$ cat src/rtl/ps2_key_sequencer_if.sv
// ----------------------------------------------------------------------------
// ps2_key_sequencer_if
// Write-side bundle between the PS/2 key sequencer and the downstream key
// queue. Everything here is in the ps2_clk domain.
//   q_full   : queue full flag, driven by the queue
//   evt_we   : one-period write strobe for a key event
//   evt_code : scan code of the event
//   evt_ext  : extended key (E0-prefixed, or Pause)
//   evt_brk  : release event (F0-prefixed)
// master = sequencer (the only writer of the queue), slave = key queue.
// ----------------------------------------------------------------------------
interface ps2_key_sequencer_if;
    logic       q_full;
    logic       evt_we;
    logic [7:0] evt_code;
    logic       evt_ext;
    logic       evt_brk;

    modport master (
        input  q_full,
        output evt_we, evt_code, evt_ext, evt_brk
    );

    modport slave (
        output q_full,
        input  evt_we, evt_code, evt_ext, evt_brk
    );
endinterface

$ cat src/rtl/ps2_key_sequencer.sv
// ----------------------------------------------------------------------------
// ps2_key_sequencer
// Receives 11-bit PS/2 frames directly on ps2_clk, checks them, folds the
// E0/F0 prefixes and the Pause (E1 ...) sequence into single key events and
// writes those events into the key queue.
//   ps2_clk   : PS/2 clock, everything is sampled on its rising edge
//   rst_n     : synchronous active-low reset
//   ps2_data  : PS/2 data line
//   kq        : key queue write port (q_full in, evt_* out)
//   frame_err : sticky, set by a bad parity or stop bit
//   drop_cnt  : saturating count of events lost because the queue was full
// ----------------------------------------------------------------------------
module ps2_key_sequencer #(
    parameter int DROP_W     = 8,
    parameter int PAUSE_SKIP = 7
) (
    input  logic                   ps2_clk,
    input  logic                   rst_n,
    input  logic                   ps2_data,
    ps2_key_sequencer_if.master    kq,
    output logic                   frame_err,
    output logic [DROP_W-1:0]      drop_cnt
);

    localparam int SKIP_W = 8;

    typedef enum logic [2:0] {
        S_IDLE,
        S_E0,
        S_F0,
        S_E0F0,
        S_PAUSE
    } seq_state_t;

    logic [3:0]        bcnt;
    logic [7:0]        shreg;
    logic              par_bit;

    seq_state_t        state;
    seq_state_t        state_nxt;
    logic [SKIP_W-1:0] skip;
    logic [SKIP_W-1:0] skip_nxt;

    logic              stop_edge;
    logic              frame_good;
    logic              emit;
    logic [7:0]        emit_code;
    logic              emit_ext;
    logic              emit_brk;

    // Keyboard status/acknowledge bytes that never represent a key.
    function automatic logic is_status(input logic [7:0] b);
        return (b == 8'hAA) || (b == 8'hFA) || (b == 8'hEE) ||
               (b == 8'hFE) || (b == 8'h00) || (b == 8'hFF);
    endfunction

    // The stop-bit edge is the only edge on which a byte is judged; at that
    // edge ps2_data itself is the stop bit.
    assign stop_edge  = (bcnt == 4'd10);
    assign frame_good = (^{shreg, par_bit}) & ps2_data;

    // Frame receiver: bit counter plus LSB-first shift register. A high
    // level at the start-bit position is treated as a glitch and the edge is
    // simply consumed without leaving bcnt 0.
    always_ff @(posedge ps2_clk) begin
        if (!rst_n) begin
            bcnt    <= 4'd0;
            shreg   <= 8'h00;
            par_bit <= 1'b0;
        end else begin
            case (bcnt)
                4'd0: begin
                    if (!ps2_data) begin
                        bcnt <= 4'd1;
                    end
                end
                4'd9: begin
                    par_bit <= ps2_data;
                    bcnt    <= 4'd10;
                end
                4'd10: begin
                    bcnt <= 4'd0;
                end
                default: begin
                    shreg <= {ps2_data, shreg[7:1]};
                    bcnt  <= bcnt + 4'd1;
                end
            endcase
        end
    end

    // Sequencer state register.
    always_ff @(posedge ps2_clk) begin
        if (!rst_n) begin
            state <= S_IDLE;
            skip  <= '0;
        end else begin
            state <= state_nxt;
            skip  <= skip_nxt;
        end
    end

    // Sequencer next-state and emit decision. Only acts at the stop-bit edge;
    // a bad frame aborts whatever prefix or Pause sequence was in progress.
    always_comb begin
        state_nxt = state;
        skip_nxt  = skip;
        emit      = 1'b0;
        emit_code = shreg;
        emit_ext  = 1'b0;
        emit_brk  = 1'b0;
        if (stop_edge) begin
            if (!frame_good) begin
                state_nxt = S_IDLE;
                skip_nxt  = '0;
            end else begin
                case (state)
                    S_IDLE: begin
                        if (shreg == 8'hE0) begin
                            state_nxt = S_E0;
                        end else if (shreg == 8'hF0) begin
                            state_nxt = S_F0;
                        end else if (shreg == 8'hE1) begin
                            state_nxt = S_PAUSE;
                            skip_nxt  = SKIP_W'(PAUSE_SKIP);
                        end else if (!is_status(shreg)) begin
                            emit = 1'b1;
                        end
                    end
                    S_E0: begin
                        if (shreg == 8'hF0) begin
                            state_nxt = S_E0F0;
                        end else if (shreg != 8'hE0) begin
                            emit      = 1'b1;
                            emit_ext  = 1'b1;
                            state_nxt = S_IDLE;
                        end
                    end
                    S_F0: begin
                        emit      = 1'b1;
                        emit_brk  = 1'b1;
                        state_nxt = S_IDLE;
                    end
                    S_E0F0: begin
                        emit      = 1'b1;
                        emit_ext  = 1'b1;
                        emit_brk  = 1'b1;
                        state_nxt = S_IDLE;
                    end
                    S_PAUSE: begin
                        // The whole Pause sequence collapses into one E1 event
                        // once the last swallowed byte arrives.
                        if (skip <= SKIP_W'(1)) begin
                            skip_nxt  = '0;
                            emit      = 1'b1;
                            emit_code = 8'hE1;
                            emit_ext  = 1'b1;
                            state_nxt = S_IDLE;
                        end else begin
                            skip_nxt = skip - SKIP_W'(1);
                        end
                    end
                    default: begin
                        state_nxt = S_IDLE;
                        skip_nxt  = '0;
                    end
                endcase
            end
        end
    end

    // Queue write port and status. evt_we is a single-period strobe that the
    // next edge (the following frame's start bit, or a glitch) always clears.
    // The code/ext/brk registers only move on a real write so the queue sees
    // stable data; a dropped event leaves them untouched.
    always_ff @(posedge ps2_clk) begin
        if (!rst_n) begin
            kq.evt_we   <= 1'b0;
            kq.evt_code <= 8'h00;
            kq.evt_ext  <= 1'b0;
            kq.evt_brk  <= 1'b0;
            frame_err   <= 1'b0;
            drop_cnt    <= '0;
        end else begin
            kq.evt_we <= 1'b0;
            if (stop_edge) begin
                if (!frame_good) begin
                    frame_err <= 1'b1;
                end else if (emit) begin
                    if (!kq.q_full) begin
                        kq.evt_we   <= 1'b1;
                        kq.evt_code <= emit_code;
                        kq.evt_ext  <= emit_ext;
                        kq.evt_brk  <= emit_brk;
                    end else if (drop_cnt != {DROP_W{1'b1}}) begin
                        drop_cnt <= drop_cnt + 1'b1;
                    end
                end
            end
        end
    end

endmodule
$ cat src/flat_wrapper.sv
// flat-port wrapper written by rule: the top's interface ports become plain ports
module ps2_key_sequencer_flat 
#(
    parameter int DROP_W     = 8,
    parameter int PAUSE_SKIP = 7
)
  (ps2_clk, rst_n, ps2_data, frame_err, drop_cnt, kq_q_full, kq_evt_we, kq_evt_code, kq_evt_ext, kq_evt_brk);
  ps2_key_sequencer_if kq_i ();
  input  logic ps2_clk;
  input  logic rst_n;
  input  logic ps2_data;
  output logic frame_err;
  output logic [DROP_W-1:0] drop_cnt;
  input wire logic [$bits(kq_i.q_full)-1:0] kq_q_full;
  output wire logic [$bits(kq_i.evt_we)-1:0] kq_evt_we;
  output wire logic [$bits(kq_i.evt_code)-1:0] kq_evt_code;
  output wire logic [$bits(kq_i.evt_ext)-1:0] kq_evt_ext;
  output wire logic [$bits(kq_i.evt_brk)-1:0] kq_evt_brk;
  assign kq_i.q_full = kq_q_full;
  assign kq_evt_we = kq_i.evt_we;
  assign kq_evt_code = kq_i.evt_code;
  assign kq_evt_ext = kq_i.evt_ext;
  assign kq_evt_brk = kq_i.evt_brk;
  ps2_key_sequencer #(.DROP_W(DROP_W), .PAUSE_SKIP(PAUSE_SKIP)) u_core (.ps2_clk(ps2_clk), .rst_n(rst_n), .ps2_data(ps2_data), .kq(kq_i), .frame_err(frame_err), .drop_cnt(drop_cnt));
endmodule
$ cat config.mk
export PLATFORM = sky130hd
export DESIGN_NAME = ps2_key_sequencer_flat
export DESIGN_NICKNAME = d
export VERILOG_FILES = /design/src/rtl/ps2_key_sequencer_if.sv /design/src/rtl/ps2_key_sequencer.sv /design/src/flat_wrapper.sv
export SDC_FILE = /design/constraint.sdc
export NUM_CORES = 1
export LEC_CHECK = 0
export ABC_AREA = 1
export CAP_MARGIN = 20
export CORE_MARGIN = 3
export CORE_UTILIZATION = 45
export CTS_BUF_LIST = sky130_fd_sc_hd__clkbuf_8
export DETAILED_ROUTE_END_ITERATION = 6
export GPL_ROUTABILITY_DRIVEN = 0
export PLACE_DENSITY = 0.67
export SLEW_MARGIN = 20
export SYNTH_ARGS = -nofsm -noshare
export SYNTH_HDL_FRONTEND = slang
export SYNTH_SLANG_ARGS = --single-unit
$ cat constraint.sdc
create_clock -name ps2_clk -period 1.7 [get_ports ps2_clk]
set_input_delay 0.51 -clock ps2_clk [delete_from_list [all_inputs] [get_ports ps2_clk]]
set_output_delay 0.51 -clock ps2_clk [all_outputs]
set_load 0.005 [all_outputs]
==> impl_results.md <==
* Most frequent cells in the layout: 78 x buf_4, 57 x nand2_1, 39 x nor2_1
* Total global routing overflow at 0
* FMAX at 0.5491 GHz
* PnR worst setup slack at -0.1213 ns
* Final Max Slew Viols at 0
* Power Total at 3936 uW
* CTS H-tree lvls at 2
* Total GRT Usage at 0.2167
* Power density over cell area at 936.5 nW/um^2
* Iteration-0 DRC Markers at 207
* CTS Root Cell: clkbuf_8
* Post-Route WL at 7.956 mm
* Crit path kind: flip-flop to flip-flop
* Sequential Area at 937.1 um^2
* Worst R2R Setup Slack at -0.12 ns
* Std-Cell Rows at 26
* Post-synth EDFFs at 0
* Via count at 2934
* # nets final at 511
* Critical Path RT at 1.95 ns
* Critical path launch point type: flip-flop
* Avg Synthesized Cell Area at 6.735 um^2
* Routed len/inst at 13.93 um
* Syn-to-layout area delta at 62.51%
* Post-synthesis sequential area ratio at 0.3406
* Final Hold Viols at 0
* R2r worst-path depth at 16
* Slew HR at 0.8502
* Final ANT Viol Nets at 0
* Initial Util at 0.4848
* DR DRC count at 0
* TritonCTS clock tree: built
* Static leakage at 0.001913 uW
* CTS max path bufs at 2
* Worst Hold Endpoint: u_core.kq.evt_code[5]$_SDFFE_PN0P_
* Yosys top cell by area: dfxtp_1
* Critical Path AT at 2.07 ns
* CTS clk-pin slew, worst paths at 0.09 ns
* Distinct cells, synth at 33
* Failing checks: negative setup slack
* Area of the multi-input gates at 1864 um^2
* Final period utilization at 1.071
* Antenna violations before repair at 0
* Setup violators final at 27
* Net Count, Synth at 395
* Die height at 81.81 um
* Yosys warning count at 0
* RSZ-0062 raised after global routing: yes
* Core footprint at 5335 um^2
* Worst clock skew at 0.01192 ns
* Reg-to-reg endpoint: u_core.kq.evt_code[4]$_SDFFE_PN0P_
* TNS Setup at -1.612 ns
* Largest cells by area after synthesis: dfxtp_1 34%, nand2_1 11%, nor2_1 8.7%
* Largest net degree at the start of global routing at 21
* Slew @ Worst Pin at 0.2223 ns
* Crit Path Max Fanout at 5
* Fin crit period at 1.821 ns
* Status: complete, but fails checks
* Post-Synthesis Cell Area at 2586 um^2
* Reg2reg start: u_core.shreg[6]$_SDFFE_PN0N_
* Die Footprint at 6693 um^2
* Placed Area at 3343 um^2
* Ys flop type: dfxtp_1
* Min-delay src: u_core.kq.evt_code[5]$_SDFFE_PN0P_
* Clk_lat worst skew at 0.30 ns
* Io pins at 24
* DP Cell Count at 528
* Post-layout util at 0.7878
* Non-filler cells in the finished layout at 571
* CTS Sinks at 44
* Worst VDD drop at 0.0009370 V
* Fillers at 370
* CP Capture Type: flip-flop
* Antenna Cells at 0
* First-pass GRT wire length at 11.46 mm
* Vias in the first global route at 2600
* Asr flop ratio synth at 0
* Share of post-route cells with drive strength above 1 at 0.4511
* Cts hold-fix bufs at 0
* Die X at 81.81 um
* DRT Pass-1 Iters at 4
* Num CTS Buffers at 5
* Commonest non-fill, non-tap cell in the layout: buf_4
* Number of synthesized register bits at 44
* IO Port Bufs at 23
* Min-Delay Path Class: flip-flop to flip-flop
* Hold Path Depth at 2
* Vias/cell at 5.138
* Synth Instances at 384
* DP HPWL at 4.672 mm
* Max Cap Violations at 0
* Fin area at 4203 um^2
* Synth top area share at 0.3406
[where the power goes]
part / switching (uW) / internal, uW / total, uW
registers: 117 / 1110 / 1230
logic: 1000 / 898 / 1900
clock network: 378 / 431 / 809
total: 1500 / 2440 / 3940
[worst max-delay path: stages, from the launching register on]
cell,delay (ns)
dfxtp_4,0.40
inv_4,0.05
buf_6,0.11
nand2_2,0.05
nor2_1,0.04
nor2_1,0.12
nor2_1,0.08
nor2_2,0.13
nand2_2,0.08
nand2_2,0.09
nand2_4,0.06
nor2_8,0.11
buf_12,0.12
nand2_8,0.07
nor2_8,0.13
nand2_2,0.06
nand2_2,0.06
[through the flow]
step	setup slack, ns	hold WS, ns
2_1_floorplan	0.005425	0.4466
3_3_place_gp	-0.1568	0.4550
3_5_place_dp	-0.2003	0.4573
4_1_cts	-0.07773	0.4695
5_1_grt	-0.1967	0.4963
6_report	-0.1213	0.4691
[cell usage after synthesis, types with 3 or more instances]
cell and count:
inv_2 5, o21ai_0 14, nor2_1 60, ha_1 7
xnor2_1 4, clkbuf_1 7, a21oi_1 32, nand3_1 38
inv_1 37, nand2_1 79, xor2_1 8, nor3_1 3
nand2_2 8, nand4_1 13, dfxtp_1 44
[per-layer routing]
metal  up-vias  part of all wire  global-route usage
li1       1489                 -                   -
met1      1377              0.45              0.2707
met2        51              0.50              0.3893
met3        17             0.030             0.03509
met4         0             0.024             0.04651
met5         -                 0                   0
[timing repair]
| action | 4_1_cts | 5_1_grt |
|---|---|---|
| pin swaps | 21 | 38 |
| setup buffers | 24 | 10 |
| endpoints found under the setup margin | 37 | 52 |
| cloned | 1 | 1 |
| gates resized for setup | 63 | 98 |
[how the worst max path moves through the flow]
stage,start,end,slack [ns],cells after the start
final,u_core.shreg[6]$_SDFFE_PN0N_,u_core.kq.evt_code[4]$_SDFFE_PN0P_,-0.12,16
after global routing,u_core.shreg[6]$_SDFFE_PN0N_,u_core.kq.evt_code[1]$_SDFFE_PN0P_,-0.20,16
after CTS,u_core.skip[0]$_SDFFE_PN0P_,u_core.kq.evt_code[0]$_SDFFE_PN0P_,-0.08,15
after detailed placement,ps2_data,u_core.kq.evt_code[4]$_SDFFE_PN0P_,-0.20,8
after global placement,ps2_data,u_core.kq.evt_code[1]$_SDFFE_PN0P_,-0.16,8
after floorplan,u_core.skip[0]$_SDFFE_PN0P_,u_core.kq.evt_code[0]$_SDFFE_PN0P_,0.005,14
[logic make-up (layout without fill, tap and decap cells)]
kind of cell | after synthesis | after routing | synth area share
and+or+nand+nor | 214 | 215 | 0.3885
AOI/OAI and AO/OA | 54 | 54 | 0.1118
adders and majority gates | 7 | 7 | 0.03386
DFF | 44 | 44 | 0.3406
buffers and inverters | 52 | 168 | 0.07837
xor gates and xnor gates | 13 | 13 | 0.04693
[state kept, by name, indices dropped and copies added, names as in the netlist]
name and count:
u_core.kq.evt_code 8, u_core.kq.evt_brk 1, u_core.par_bit 1, u_core.bcnt 4
u_core.kq.evt_we 1, u_core.skip 8, u_core.kq.evt_ext 1, u_core.shreg 8
u_core.state 3, u_core.frame_err 1, u_core.drop_cnt 8
[final cells by class]
| class | instances | area share |
|---|---|---|
| multi-input combinational | 289 | 0.4436 |
| timing repair buffer | 117 | 0.2435 |
| sequential | 44 | 0.2230 |
| inverter | 43 | 0.04347 |
| tap | 70 | 0.02084 |
| clock buffer | 5 | 0.01637 |
| clock inverter | 3 | 0.009229 |
(Power assumes the default switching activity.)
